## src/rtl/uniboard_cmd_pkg.sv

```systemverilog
// -----------------------------------------------------------------------------
// uniboard_cmd_pkg
// Shared definitions for the UART command controller: the controller state
// encoding, response status codes, default framing bytes, the bit position of
// the write flag in the command byte, and a helper that picks one response
// byte out of the 4-byte response frame.
// -----------------------------------------------------------------------------
package uniboard_cmd_pkg;

    typedef enum logic [3:0] {
        ST_IDLE      = 4'd0,
        ST_GET_CMD   = 4'd1,
        ST_GET_DATA  = 4'd2,
        ST_GET_CHK   = 4'd3,
        ST_EXEC      = 4'd4,
        ST_READ_WAIT = 4'd5,
        ST_TX_LOAD   = 4'd6,
        ST_TX_ACK    = 4'd7,
        ST_TX_DONE   = 4'd8
    } cmd_state_t;

    localparam logic [7:0] STATUS_OK         = 8'h00;
    localparam logic [7:0] STATUS_BADCHK     = 8'h01;
    localparam logic [7:0] DEFAULT_SYNC_BYTE = 8'hA5;
    localparam logic [7:0] DEFAULT_RESP_BYTE = 8'h5A;
    localparam int         CMD_WRITE_BIT     = 7;

    // Response frame: RESP, STATUS, DATA, STATUS^DATA
    function automatic logic [7:0] resp_byte_sel(
        input logic [1:0] idx,
        input logic [7:0] resp,
        input logic [7:0] status,
        input logic [7:0] data
    );
        logic [7:0] sel;
        case (idx)
            2'd0:    sel = resp;
            2'd1:    sel = status;
            2'd2:    sel = data;
            default: sel = status ^ data;
        endcase
        return sel;
    endfunction

endpackage

```

## src/rtl/uart_tx_handshake.sv

```systemverilog
// -----------------------------------------------------------------------------
// uart_tx_handshake
// Hands one byte at a time to the UART transmitter using a level request:
// tx_send rises with the byte on tx_data, drops once the transmitter's busy
// flag is seen high, and the byte is complete once busy is seen low again.
// tx_busy comes from the baud-clock domain and is synchronised with two flops.
//
// Ports:
//   clk_i     in   module clock
//   reset     in   synchronous active-high reset
//   i_start   in   1-cycle request to send i_byte (accepted only when idle)
//   i_byte    in   byte to send
//   tx_busy   in   transmitter busy (asynchronous)
//   tx_data   out  byte to transmitter, stable while tx_send is high
//   tx_send   out  transmitter start request (level)
//   o_acked   out  1-cycle pulse: transmitter accepted the byte
//   o_done    out  1-cycle pulse: transmitter finished the byte
// -----------------------------------------------------------------------------
module uart_tx_handshake (
    input  logic       clk_i,
    input  logic       reset,
    input  logic       i_start,
    input  logic [7:0] i_byte,
    input  logic       tx_busy,
    output logic [7:0] tx_data,
    output logic       tx_send,
    output logic       o_acked,
    output logic       o_done
);

    localparam logic [1:0] HS_IDLE = 2'd0;
    localparam logic [1:0] HS_ACK  = 2'd1;
    localparam logic [1:0] HS_DONE = 2'd2;

    logic [1:0] r_phase;
    logic       r_busy_meta;
    logic       r_busy_sync;
    logic [7:0] r_tx_data;
    logic       r_tx_send;
    logic       r_acked;
    logic       r_done;

    always_ff @(posedge clk_i) begin
        if (reset) begin
            r_phase     <= HS_IDLE;
            r_busy_meta <= 1'b0;
            r_busy_sync <= 1'b0;
            r_tx_data   <= 8'h00;
            r_tx_send   <= 1'b0;
            r_acked     <= 1'b0;
            r_done      <= 1'b0;
        end else begin
            r_busy_meta <= tx_busy;
            r_busy_sync <= r_busy_meta;
            r_acked     <= 1'b0;
            r_done      <= 1'b0;
            case (r_phase)
                HS_IDLE: begin
                    if (i_start) begin
                        r_tx_data <= i_byte;
                        r_tx_send <= 1'b1;
                        r_phase   <= HS_ACK;
                    end
                end
                HS_ACK: begin
                    if (r_busy_sync) begin
                        r_tx_send <= 1'b0;
                        r_acked   <= 1'b1;
                        r_phase   <= HS_DONE;
                    end
                end
                HS_DONE: begin
                    // Next start can only follow this, so a new request never
                    // rises while the synchronised busy is still high.
                    if (!r_busy_sync) begin
                        r_done  <= 1'b1;
                        r_phase <= HS_IDLE;
                    end
                end
                default: r_phase <= HS_IDLE;
            endcase
        end
    end

    assign tx_data = r_tx_data;
    assign tx_send = r_tx_send;
    assign o_acked = r_acked;
    assign o_done  = r_done;

endmodule

```

## src/rtl/uart_cmd_controller.sv

```systemverilog
// -----------------------------------------------------------------------------
// uart_cmd_controller
// Turns received UART bytes into framed register accesses and answers each
// accepted frame with a 4-byte response.
//   Command:  SYNC, CMD, [DATA if CMD[7]], CHK   (CHK = CMD^DATA or CMD)
//   Response: RESP, STATUS, DATA, STATUS^DATA
// A stalled frame (no byte for TIMEOUT_CYCLES) is abandoned with a frame_err
// pulse and no response. Bytes arriving while a frame executes or its
// response is being sent are dropped.
//
// Ports:
//   clk_i      in   module clock
//   reset      in   synchronous active-high reset
//   rx_data    in   received byte, sampled on the rising edge of rx_drdy
//   rx_drdy    in   receiver data-ready
//   tx_data    out  byte to transmitter
//   tx_send    out  transmitter start request
//   tx_busy    in   transmitter busy (asynchronous)
//   reg_addr   out  register address
//   reg_wdata  out  register write data
//   reg_we     out  1-cycle write strobe
//   reg_re     out  1-cycle read strobe
//   reg_rdata  in   read data, valid the cycle after reg_re
//   frame_err  out  1-cycle pulse on timeout or bad checksum
//   active     out  high whenever a frame is in progress
// -----------------------------------------------------------------------------
module uart_cmd_controller
    import uniboard_cmd_pkg::*;
#(
    parameter int         TIMEOUT_CYCLES = 200000,
    parameter logic [7:0] SYNC_BYTE      = DEFAULT_SYNC_BYTE,
    parameter logic [7:0] RESP_BYTE      = DEFAULT_RESP_BYTE
) (
    input  logic       clk_i,
    input  logic       reset,
    input  logic [7:0] rx_data,
    input  logic       rx_drdy,
    output logic [7:0] tx_data,
    output logic       tx_send,
    input  logic       tx_busy,
    output logic [6:0] reg_addr,
    output logic [7:0] reg_wdata,
    output logic       reg_we,
    output logic       reg_re,
    input  logic [7:0] reg_rdata,
    output logic       frame_err,
    output logic       active
);

    localparam int TW = (TIMEOUT_CYCLES > 1) ? $clog2(TIMEOUT_CYCLES) : 1;
    localparam logic [TW-1:0] TIMER_MAX = TW'(TIMEOUT_CYCLES - 1);

    cmd_state_t    r_state;
    logic          r_drdy_q;
    logic [7:0]    r_cmd;
    logic [7:0]    r_data;
    logic          r_chk_ok;
    logic [7:0]    r_status;
    logic [7:0]    r_resp_data;
    logic [1:0]    r_byte_idx;
    logic [TW-1:0] r_timer;
    logic          r_frame_err;

    logic          w_byte_evt;
    logic          w_is_write;
    logic          w_timeout;
    logic          w_in_rx;
    logic [7:0]    w_exp_chk;
    logic          w_hs_start;
    logic [7:0]    w_hs_byte;
    logic          w_hs_acked;
    logic          w_hs_done;

    assign w_byte_evt = rx_drdy & ~r_drdy_q;
    assign w_is_write = r_cmd[CMD_WRITE_BIT];
    assign w_timeout  = (r_timer == TIMER_MAX);
    assign w_in_rx    = (r_state == ST_GET_CMD) || (r_state == ST_GET_DATA) ||
                        (r_state == ST_GET_CHK);
    assign w_exp_chk  = w_is_write ? (r_cmd ^ r_data) : r_cmd;

    // Timer clears on every byte event; GET_CMD is only ever entered on a
    // byte event, so that also covers the clear on entry. Saturates at max.
    always_ff @(posedge clk_i) begin
        if (reset) begin
            r_timer <= '0;
        end else if (w_byte_evt) begin
            r_timer <= '0;
        end else if (!w_timeout) begin
            r_timer <= r_timer + 1'b1;
        end
    end

    always_ff @(posedge clk_i) begin
        if (reset) begin
            r_state     <= ST_IDLE;
            r_drdy_q    <= 1'b0;
            r_cmd       <= 8'h00;
            r_data      <= 8'h00;
            r_chk_ok    <= 1'b0;
            r_status    <= 8'h00;
            r_resp_data <= 8'h00;
            r_byte_idx  <= 2'd0;
            r_frame_err <= 1'b0;
        end else begin
            r_drdy_q    <= rx_drdy;
            r_frame_err <= 1'b0;
            case (r_state)
                ST_IDLE: begin
                    if (w_byte_evt && (rx_data == SYNC_BYTE)) begin
                        r_data  <= 8'h00;
                        r_state <= ST_GET_CMD;
                    end
                end
                ST_GET_CMD: begin
                    if (w_byte_evt) begin
                        r_cmd   <= rx_data;
                        r_state <= rx_data[CMD_WRITE_BIT] ? ST_GET_DATA : ST_GET_CHK;
                    end else if (w_timeout) begin
                        r_frame_err <= 1'b1;
                        r_state     <= ST_IDLE;
                    end
                end
                ST_GET_DATA: begin
                    if (w_byte_evt) begin
                        r_data  <= rx_data;
                        r_state <= ST_GET_CHK;
                    end else if (w_timeout) begin
                        r_frame_err <= 1'b1;
                        r_state     <= ST_IDLE;
                    end
                end
                ST_GET_CHK: begin
                    if (w_byte_evt) begin
                        r_chk_ok <= (rx_data == w_exp_chk);
                        r_state  <= ST_EXEC;
                    end else if (w_timeout) begin
                        r_frame_err <= 1'b1;
                        r_state     <= ST_IDLE;
                    end
                end
                ST_EXEC: begin
                    r_byte_idx <= 2'd0;
                    if (!r_chk_ok) begin
                        r_frame_err <= 1'b1;
                        r_status    <= STATUS_BADCHK;
                        r_resp_data <= 8'h00;
                        r_state     <= ST_TX_LOAD;
                    end else if (w_is_write) begin
                        r_status    <= STATUS_OK;
                        r_resp_data <= r_data;
                        r_state     <= ST_TX_LOAD;
                    end else begin
                        r_status <= STATUS_OK;
                        r_state  <= ST_READ_WAIT;
                    end
                end
                ST_READ_WAIT: begin
                    // reg_re was high in EXEC, so read data is valid now
                    r_resp_data <= reg_rdata;
                    r_state     <= ST_TX_LOAD;
                end
                ST_TX_LOAD: begin
                    r_state <= ST_TX_ACK;
                end
                ST_TX_ACK: begin
                    if (w_hs_acked) begin
                        r_state <= ST_TX_DONE;
                    end
                end
                ST_TX_DONE: begin
                    if (w_hs_done) begin
                        if (r_byte_idx == 2'd3) begin
                            r_state <= ST_IDLE;
                        end else begin
                            r_byte_idx <= r_byte_idx + 2'd1;
                            r_state    <= ST_TX_LOAD;
                        end
                    end
                end
                default: r_state <= ST_IDLE;
            endcase
        end
    end

    assign w_hs_start = (r_state == ST_TX_LOAD);
    assign w_hs_byte  = resp_byte_sel(r_byte_idx, RESP_BYTE, r_status, r_resp_data);

    uart_tx_handshake u_tx_hs (
        .clk_i   (clk_i),
        .reset   (reset),
        .i_start (w_hs_start),
        .i_byte  (w_hs_byte),
        .tx_busy (tx_busy),
        .tx_data (tx_data),
        .tx_send (tx_send),
        .o_acked (w_hs_acked),
        .o_done  (w_hs_done)
    );

    // Strobes decode the registered state so they last exactly the EXEC cycle
    assign reg_we    = (r_state == ST_EXEC) && r_chk_ok && w_is_write;
    assign reg_re    = (r_state == ST_EXEC) && r_chk_ok && !w_is_write;
    assign reg_addr  = r_cmd[6:0];
    assign reg_wdata = r_data;
    assign frame_err = r_frame_err;
    assign active    = (r_state != ST_IDLE);

endmodule
```

## config.mk

```make
export PLATFORM = sky130hd
export DESIGN_NAME = uart_cmd_controller
export DESIGN_NICKNAME = d
export VERILOG_FILES = /design/src/rtl/uniboard_cmd_pkg.sv /design/src/rtl/uart_tx_handshake.sv /design/src/rtl/uart_cmd_controller.sv
export SDC_FILE = /design/constraint.sdc
export NUM_CORES = 1
export LEC_CHECK = 0
export ABC_CLOCK_PERIOD_IN_PS = 1700
export BUFFER_PORTS_ARGS = -buffer_cell sky130_fd_sc_hd__buf_4
export CORE_UTILIZATION = 50
export DETAILED_ROUTE_END_ITERATION = 10
export GPL_TIMING_DRIVEN = 0
export HOLD_SLACK_MARGIN = 0.03
export PLACE_DENSITY = 0.74
export SYNTH_ARGS = -nofsm -noshare
export SYNTH_HDL_FRONTEND = slang
export SYNTH_HIERARCHICAL = 1
export SYNTH_SLANG_ARGS = --single-unit
```

## constraint.sdc

```tcl
create_clock -name clk_i -period 1.7 [get_ports clk_i]
set_input_delay 0 -clock clk_i [delete_from_list [all_inputs] [get_ports clk_i]]
set_output_delay 0 -clock clk_i [all_outputs]
set_load 0.01 [all_outputs]
```

==> results_dict.tcl, run 1 <==
set metrics [dict create \
    status "finished, violations left" \
    violations "setup timing" \
    register_area_mm2 0.00136 \
    cts-root-buf "clkbuf_8" \
    ioPinCount 48 \
    setup_ws_ps -222 \
    timing.hold.ws_ps 69.8 \
    cp_slowest_stage_delay_ps 540 \
    final_common_cell "buf_4" \
    area_delta_synth_final_pct 28.9 \
    grt_pass1_wl_um 13800 \
    slowest_stage "or4b_4" \
    antenna_left 0 \
    min_period_ps 1920 \
    fin_area_mm2 0.00454 \
    synth_seq_cells 67 \
    slew_violations 0 \
    yosys.area_share.simple 0.286 \
    async_flop_share 0 \
    syn_inst 413 \
    grt_max_degree 13 \
    drt_wl_total_um 8460 \
    gp_congestion 0.938 \
    combPwrFrac 0.051 \
    clock_power_share 0.463 \
    final-instance-count-excl-fill 591 \
    yosysTopAreaCellShare 0.381 \
    seqPwrFrac 0.485 \
    dieArea_mm2 0.00738 \
    placed_cell_area_mm2 0.00400 \
    cp_top_family "simple AND/OR/NAND/NOR gates" \
    max_freq_mhz 520 \
    grt_usage 0.236 \
    start_util 0.518 \
    nFillCells 573 \
    cts_max_path_buffers 2 \
    synthFlopType "dfxtp_1" \
    synth_area_mm2 0.00352 \
    dp.cells 556 \
    drive_gt1_frac 0.253 \
    setup_viol 9 \
    dp_slack_ps -322 \
    synth-xor-area-share 0.0597 \
    cp-end-kind "flip-flop" \
    synth_edf_count 0 \
    path_cells "or4b_4, nor4_4, and2b_2, buf_6, nor3_1, o31a_1" \
    finalHoldViolCount 0 \
    cts_tree "built" \
    netSwitchingPower_w 0.000732 \
    finalCritPeriodShare 1.13 \
    die_y_um 85.9 \
    power.density_mw_per_mm2 718 \
    slew_headroom 0.626 \
    skew_ps 8.63 \
    htreeDepth 3 \
    worstPathMaxFanout 5 \
    peakVddDrop_mv 0.563 \
    portBuffers 47 \
    synth_top_family_by_area "simple AND/OR/NAND/NOR gates" \
    worstSetupPathType "flip-flop to flip-flop" \
    antenna_found_initial 0 \
    sw_frac_of_total 0.224 \
    cts_buffers 9 \
    synth_compound_area_frac 0.141 \
    hp-class "input pin to flip-flop" \
    grt_overflow 0 \
    synth.mux.area_fraction 0.0569 \
    synth_top_area_cell "dfxtp_1" \
    nets 514 \
    clk_pin_slew_ps 80 \
    drtIter0Drc 186 \
    grt_pass1_vias 2981 \
    clk_latency_ps 350 \
    arrival_ps 2150 \
    worstPathRequired_ps 1930 \
    clkSinkCount 67 \
    worstPathBufferInverterCount 1 \
    antenna_cells 0 \
    drc 0 \
    synth_cell_type_count 54 \
    yosysWarnings 6 \
    synth.net_count 437 \
    wire_per_inst_um 14.3 \
    core_area_mm2 0.00679 \
    synth_area_leaders "dfxtp_1, nor2_1, mux2i_1, xnor2_1, nand2b_1" \
    multi_input_area_mm2 0.00208 \
    layout_common_cells "buf_4, nor2_1, dfxtp_1" \
    worst_setup_path_start_kind "flip-flop" \
    worst_pin_slew_ps 562 \
    ys_seq_area_frac 0.381 \
    rsz0062_at_grt "true" \
    syn_avg_cell_area_um2 8.53 \
    detail_route.first_pass.iterations 5 \
    core.rowCount 30 \
    total_leakage_power_nw 1.79 \
    routed_via_density 5.35 \
    synthAdderAreaFrac 0.0142 \
    p_int_w 0.00253 \
    fp.dieW_um 85.9 \
    vias 3160 \
    hpwlAfterDp_um 5760 \
    drv_cap 0 \
]
-- worst min-delay path, stage by stage --
cell      delay [ps]
buf_4             80
inv_1             30
nor2_1            90
a311oi_1          60
nor3_1           110
-- sequential cells by signal, summed over array words and instances (netlist names) --
name and cells:
u_tx_hs/tx_data 8, r_cmd 8, u_tx_hs/o_acked 1, r_state 4
u_tx_hs/o_done 1, r_drdy_q 1, reg_wdata 8, r_byte_idx 2
u_tx_hs/r_busy_meta 1, r_timer 18, u_tx_hs/r_busy_sync 1, frame_err 1
u_tx_hs/r_phase 2, r_chk_ok 1, u_tx_hs/tx_send 1, r_status 1
r_resp_data 8
-- logic make-up after synthesis --
logic type | count (synthesis)
and+or+nand+nor | 184
xor gates and xnor gates | 24
adders and majority gates | 4
AOI/OAI and AO/OA | 68
DFF | 67
muxes | 20
buffers and inverters | 46
-- power groups by stage --
stage          sequential, W  clock (W)  combinational (W)
2_1_floorplan        0.00162          0          0.0000773
3_3_place_gp         0.00162          0           0.000142
3_5_place_dp         0.00162          0           0.000144
4_1_cts              0.00158    0.00153           0.000165
5_1_grt              0.00158    0.00160           0.000184
6_report             0.00158    0.00151           0.000167
-- layout make-up --
type	count	area share
Tap cell	96	0.0265
Inverter	18	0.0149
Buffer	27	0.0350
Clock buffer	10	0.0303
Clock inverter	6	0.0193
Timing Repair Buffer	67	0.118
Sequential cell	67	0.299
Multi-Input combinational cell	300	0.458
-- metal layers --
metal | track usage | wire length, um | vias to the layer above
met4 | 0.0924 | 113 | 0
li1 | - | - | 1595
met3 | 0.0539 | 326 | 10
met5 | 0 | 0 | -
met2 | 0.387 | 4090 | 80
met1 | 0.301 | 3930 | 1475
-- synthesized netlist by cell type, types with 11 or more instances --
cell type,count
a22oi_1,11
clkbuf_1,16
dfxtp_1,67
inv_1,17
mux2i_1,20
nand2_1,14
nand2b_1,26
nor2_1,59
nor2b_1,20
nor3_1,16
xnor2_1,19
-- through the flow --
step	TNS, ps	power [W]	util
2_1_floorplan	-218	0.00169	-
3_3_place_gp	-6500	0.00176	0.589
3_5_place_dp	-7920	0.00176	0.589
4_1_cts	-2660	0.00328	0.649
5_1_grt	-2400	0.00336	0.668
6_report	-1600	0.00326	0.668
-- repair_timing --
action / CTS / global route
setup endpoints to repair: 38 / 58
pin swaps: 3 / 4
hold endpoints to repair: 20 / 0
hold buffers: 11 / 0
setup buffers: 3 / 5
gates cloned: 1 / 0
resized for setup: 18 / 32
-- worst paths after layout --
kind / startpoint / endpoint / slack (ps) / cells after the start
worst max-delay path: r_timer[15]$_SDFFE_PP0N_ / r_state[1]$_SDFFE_PP0P_ / -220 / 6
worst min-delay path: reg_rdata[1] / r_resp_data[1]$_SDFFE_PP0P_ / 70 / 5
worst max register to register: r_timer[15]$_SDFFE_PP0N_ / r_state[1]$_SDFFE_PP0P_ / -220 / 6
worst min register to register: u_tx_hs/r_busy_meta$_SDFF_PP0_ / u_tx_hs/r_busy_sync$_SDFF_PP0_ / 450 / 1
Note: power is estimated with default switching activity, not from simulation.
==> run 2: changes to the inputs <==
--- a/config.mk
+++ b/config.mk
@@ -12,6 +12,7 @@
 export GPL_TIMING_DRIVEN = 0
 export HOLD_SLACK_MARGIN = 0.03
 export PLACE_DENSITY = 0.74
+export RECOVER_POWER = 50
 export SYNTH_ARGS = -nofsm -noshare
 export SYNTH_HDL_FRONTEND = slang
 export SYNTH_HIERARCHICAL = 1
==> run 2 against run 1 <==
The run still ends with setup timing left; highest routed layer unchanged; critical path depth stayed put; total power hardly changed; sequential share of layout area is 0.49 points higher; clock skew hardly changed.
==> results_dict.tcl, run 2 (synthesized netlist as in run 1, its figures left out) <==
set metrics [dict create \
    status "finished, violations left" \
    violations "setup timing" \
    cts_max_path_buffers 2 \
    skew_ps 8.84 \
    grt_pass1_wl_um 13800 \
    fin_tns_setup_ps -1610 \
    nets 514 \
    total_leakage_power_nw 1.70 \
    worst_setup_path_start_kind "flip-flop" \
    slew_violations 0 \
    combPwrFrac 0.051 \
    core_area_mm2 0.00679 \
    core.rowCount 30 \
    clk_latency_ps 340 \
    largest_reg_flops 18 \
    clk_pin_slew_ps 80 \
    drt_wl_total_um 8400 \
    startpoint "r_timer[15]$_SDFFE_PP0N_" \
    worstPathBufferInverterCount 1 \
    cp_top_family "simple AND/OR/NAND/NOR gates" \
    netSwitchingPower_w 0.000733 \
    worstSetupPathType "flip-flop to flip-flop" \
    grt_overflow 0 \
    arrival_ps 2160 \
    cts-root-buf "clkbuf_8" \
    finalCritPeriodShare 1.13 \
    routed_via_density 5.30 \
    seqPwrFrac 0.485 \
    dieArea_mm2 0.00738 \
    slew_headroom 0.634 \
    htreeDepth 3 \
    setup_ws_ps -223 \
    cp_slowest_stage_delay_ps 540 \
    finalPower_w 0.00326 \
    power.density_mw_per_mm2 730 \
    final_common_cell "nor2_1" \
    die_y_um 85.9 \
    start_util 0.518 \
    nFillCells 595 \
    wire_per_inst_um 14.2 \
    layout_common_cells "nor2_1, dfxtp_1, buf_4" \
    antenna_found_initial 0 \
    path_cells "or4b_4, nor4_4, and2b_2, buf_6, nor3_1, o31a_1" \
    fin_area_mm2 0.00447 \
    area_delta_synth_final_pct 26.9 \
    setup_viol 9 \
    placed_cell_area_mm2 0.00400 \
    worstPathMaxFanout 5 \
    largest-register "r_timer" \
    clock_power_share 0.464 \
    detail_route.first_pass.iterations 4 \
    cp-end-kind "flip-flop" \
    drtIter0Drc 168 \
    drive_gt1_frac 0.212 \
    hp-class "input pin to flip-flop" \
    portBuffers 47 \
    fp.dieW_um 85.9 \
    cts_tree "built" \
    r2r_start "r_timer[15]$_SDFFE_PP0N_" \
    rsz0062_at_grt "true" \
    grt_pass1_vias 2981 \
    sw_frac_of_total 0.225 \
    max_freq_mhz 520 \
    min_period_ps 1920 \
    drc 0 \
    grt_max_degree 13 \
    p_int_w 0.00253 \
    worst_pin_slew_ps 549 \
    drv_cap 0 \
    hpwlAfterDp_um 5760 \
    ioPinCount 48 \
    slowest_stage "or4b_4" \
    finalHoldViolCount 0 \
    peakVddDrop_mv 0.565 \
    antenna_cells 0 \
    antenna_left 0 \
    vias 3130 \
    worstPathRequired_ps 1930 \
    gp_congestion 0.938 \
    clkSinkCount 67 \
    min-delay-start "reg_rdata[1]" \
    grt_usage 0.236 \
    cts_buffers 9 \
]
==> run 2: area by class of cell <==
cell class                 count  area, um^2  share of cell area
buffer                        27         158              0.0353
clock buffer                  10         138              0.0308
clock inverter                 6        87.6              0.0196
inverter                      18        67.6              0.0151
multi-input combinational    300        2080               0.465
sequential                    67        1360               0.304
tap                           96         120              0.0269
timing repair buffer          67         463               0.104
==> run 2: per-stage QoR <==
stage               cells   util  hold WS, ps  setup slack [ps]
floorplan             413      -          128             -83.4
global placement      556  0.589          224              -297
detailed placement    556  0.589          228              -322
CTS                   587  0.649         60.3              -252
global route          591  0.657          121              -312
finish                591  0.657         72.4              -223
==> run 2: power groups by stage <==
| stage | Sequential (W) | Clock (W) | Combinational [W] |
|---|---|---|---|
| 2_1_floorplan | 0.00162 | 0 | 0.0000773 |
| 3_3_place_gp | 0.00162 | 0 | 0.000142 |
| 3_5_place_dp | 0.00162 | 0 | 0.000144 |
| 4_1_cts | 0.00158 | 0.00153 | 0.000165 |
| 5_1_grt | 0.00158 | 0.00160 | 0.000183 |
| 6_report | 0.00158 | 0.00151 | 0.000166 |
==> run 2: what timing repair did <==
| item | in CTS | in global routing |
|---|---|---|
| setup endpoints to repair | 38 | 58 |
| pin swaps | 3 | 4 |
| gates cloned | 1 | 0 |
| endpoints found under the hold margin | 20 | 0 |
| gates resized for setup | 18 | 32 |
| hold buffers | 11 | 0 |
| buffers inserted | 3 | 5 |
==> run 2: path summary, 6_finish.rpt <==
| check | endpoint | slack (ps) | depth (start not counted) |
|---|---|---|---|
| setup / recovery | r_state[1]$_SDFFE_PP0P_ | -220 | 6 |
| hold / removal | r_resp_data[1]$_SDFFE_PP0P_ | 70 | 5 |
| setup reg to reg | r_state[1]$_SDFFE_PP0P_ | -220 | 6 |
| hold reg to reg | u_tx_hs/r_busy_sync$_SDFF_PP0_ | 450 | 1 |
==> run 2: tightest hold or removal path, delay by kind of cell <==
kind | cells | cell delay (ps)
and+or+nand+nor | 2 | 200
buffers and inverters | 2 | 110
AOI/OAI and AO/OA | 1 | 60
==> run 2: metal layers <==
| metal | GRT usage | routed length, um | vias to the layer above |
|---|---|---|---|
| li1 | - | - | 1595 |
| met1 | 0.301 | 3920 | 1468 |
| met2 | 0.387 | 4080 | 57 |
| met3 | 0.0539 | 281 | 10 |
| met4 | 0.0924 | 113 | 0 |
| met5 | 0 | 0 | - |
==> run 3: changes to the inputs <==
--- a/config.mk
+++ b/config.mk
@@ -7,6 +7,7 @@
 export LEC_CHECK = 0
 export ABC_CLOCK_PERIOD_IN_PS = 1700
 export BUFFER_PORTS_ARGS = -buffer_cell sky130_fd_sc_hd__buf_4
+export CORE_ASPECT_RATIO = 2
 export CORE_UTILIZATION = 50
 export DETAILED_ROUTE_END_ITERATION = 10
 export GPL_TIMING_DRIVEN = 0
==> run 3 against run 2 <==
The flow still finishes with violations (setup timing); global-route usage rose by 3.0 points; wire length is 9.3% higher; register-to-register slack lost 20 ps; critical path type unchanged; largest cell class unchanged; combinational power is 2% higher; non-clock buffer count shrank 3.
==> results_dict.tcl, run 3 (synthesized netlist as in run 1, its figures left out) <==
set metrics [dict create \
    register_area_mm2 0.00136 \
    worst_setup_path_start_kind "flip-flop" \
    htreeDepth 3 \
    cts_buffers 9 \
    arrival_ps 2170 \
    drtIter0Drc 144 \
    fp.dieW_um 61.3 \
    skew_ps 3.51 \
    grt_pass1_vias 3167 \
    status "finished, violations left" \
    cts_max_path_buffers 2 \
    r2r_start "r_timer[15]$_SDFFE_PP0N_" \
    worst-path-stages 6 \
    rr_worst_depth 6 \
    fin_tns_setup_ps -1800 \
    startpoint "r_timer[15]$_SDFFE_PP0N_" \
    gp_congestion 0.871 \
    dieArea_mm2 0.00740 \
    timing.hold.ws_ps 73.3 \
    slowest_stage "or4b_4" \
    min-delay-start "reg_rdata[5]" \
    setup_viol 15 \
    setup_ws_ps -242 \
    core.rowCount 42 \
    detail_route.first_pass.iterations 5 \
    cts_tree "built" \
    die_y_um 121 \
    grt_usage 0.266 \
    min_delay_worst_endpoint "r_resp_data[5]$_SDFFE_PP0P_" \
    nets 511 \
    slew_violations 0 \
    worst_pin_slew_ps 618 \
    layout_common_cells "nor2_1, dfxtp_1, buf_4" \
    violations "setup timing" \
    peakVddDrop_mv 0.670 \
    fin_util 0.668 \
    grt_overflow 0 \
    met2_usage 0.495 \
    clk_pin_slew_ps 50 \
    core_area_mm2 0.00673 \
    p_int_w 0.00287 \
    netSwitchingPower_w 0.000748 \
    hpwlAfterDp_um 6480 \
    grt_max_degree 11 \
    hold_depth 5 \
    finalCritPeriodShare 1.14 \
    worstPathBufferInverterCount 1 \
    cp-end-kind "flip-flop" \
    path_cells "or4b_4, nor4_4, and2b_1, buf_6, a211oi_2, o31a_1" \
    antenna_left 0 \
    r2r_setup_slack_ps -240 \
    largest-register "r_timer" \
    vias 3242 \
    worstPathMaxFanout 5 \
    largest_reg_flops 18 \
    grt_use_met3 0.0620 \
    finalHoldViolCount 0 \
    clk_latency_ps 340 \
    clock_power_share 0.514 \
    max_freq_mhz 515 \
    ioPinCount 48 \
    grtUsageMet1 0.241 \
    routed_via_density 5.60 \
    grt_pass1_wl_um 14400 \
    hp-class "input pin to flip-flop" \
    worstSetupPathType "flip-flop to flip-flop" \
    seqPwrFrac 0.439 \
    wire_per_inst_um 15.9 \
    rsz0062_at_grt "true" \
    drc 0 \
    sw_frac_of_total 0.207 \
    r2r-end "r_state[0]$_SDFFE_PP0P_" \
    drt_wl_total_um 9180 \
    drive_gt1_frac 0.198 \
    busiest_layer "met2" \
    clkSinkCount 67 \
    final_common_cell "nor2_1" \
    antenna_found_initial 0 \
    multi_input_area_mm2 0.00207 \
    slew_headroom 0.588 \
    cp_top_family "simple AND/OR/NAND/NOR gates" \
    drv_cap 0 \
    min_period_ps 1940 \
    nFillCells 597 \
    worstPathRequired_ps 1930 \
    start_util 0.523 \
    cts-root-buf "clkbuf_16" \
    antenna_cells 0 \
    cp_slowest_stage_delay_ps 540 \
    power.density_mw_per_mm2 805 \
    total_leakage_power_nw 1.72 \
    area_delta_synth_final_pct 27.6 \
    portBuffers 47 \
    combPwrFrac 0.047 \
]
-- run 3: changes by cell type in the layout (fill, tap and decap cells not counted), sizes merged --
cell	previous run	this run
bufinv	2	1
clkinv	3	1
inv	19	18
buf	42	39
clkbuf	51	54
-- run 3: per-stage QoR --
| stage | instance area, um^2 | std cells | setup WS, ps | power [W] |
|---|---|---|---|---|
| 5_1_grt | 4490 | 579 | -302 | 0.00371 |
| 6_report | 4490 | 579 | -242 | 0.00361 |
| 3_3_place_gp | 3990 | 548 | -360 | 0.00176 |
| 3_5_place_dp | 3990 | 548 | -425 | 0.00177 |
| 2_1_floorplan | 3530 | 413 | -83.4 | 0.00169 |
| 4_1_cts | 4480 | 579 | -236 | 0.00363 |
-- run 3: power groups by stage --
stage	clock network (W)	logic, W	registers, W
detailed placement	0	0.000149	0.00162
floorplan	0	0.0000773	0.00162
global placement	0	0.000145	0.00162
CTS	0.00187	0.000170	0.00158
global route	0.00194	0.000186	0.00158
finish	0.00186	0.000170	0.00159
-- run 3: worst max path at each step --
stage,end,slack [ps]
after floorplan,r_state[0]$_SDFFE_PP0P_,-80
after global placement,r_cmd[1]$_SDFFE_PP0P_,-360
after detailed placement,r_cmd[7]$_SDFFE_PP0P_,-430
after CTS,r_state[1]$_SDFFE_PP0P_,-240
after global routing,r_state[1]$_SDFFE_PP0P_,-300
final,r_state[0]$_SDFFE_PP0P_,-240
-- run 3: final cells by class --
class,instances,area share
Sequential cell,67,0.302
Clock buffer,13,0.0579
Buffer,26,0.0334
Clock inverter,2,0.00780
Tap cell,88,0.0245
Timing Repair Buffer,65,0.0983
Multi-Input combinational cell,300,0.461
Inverter,18,0.0150
-- run 3: repair_timing --
item,4_1_cts,5_1_grt
endpoints found under the setup margin,45,52
pin swaps,4,3
hold buffers,11,0
buffers inserted,4,2
endpoints found under the hold margin,20,0
gates resized for setup,16,31
cloned,1,0
-- run 3: tightest hold or removal path, stage by stage --
cell and delay [ps]:
buf_4 80, inv_1 30, nor2_1 90, a311oi_1 50
nor3_1 110
-- run 3: routing by layer --
metal  wire (um)  vias up
met5           0        -
met3         300       30
met2        5110       87
met4         429        0
met1        3340     1528
li1            -     1597
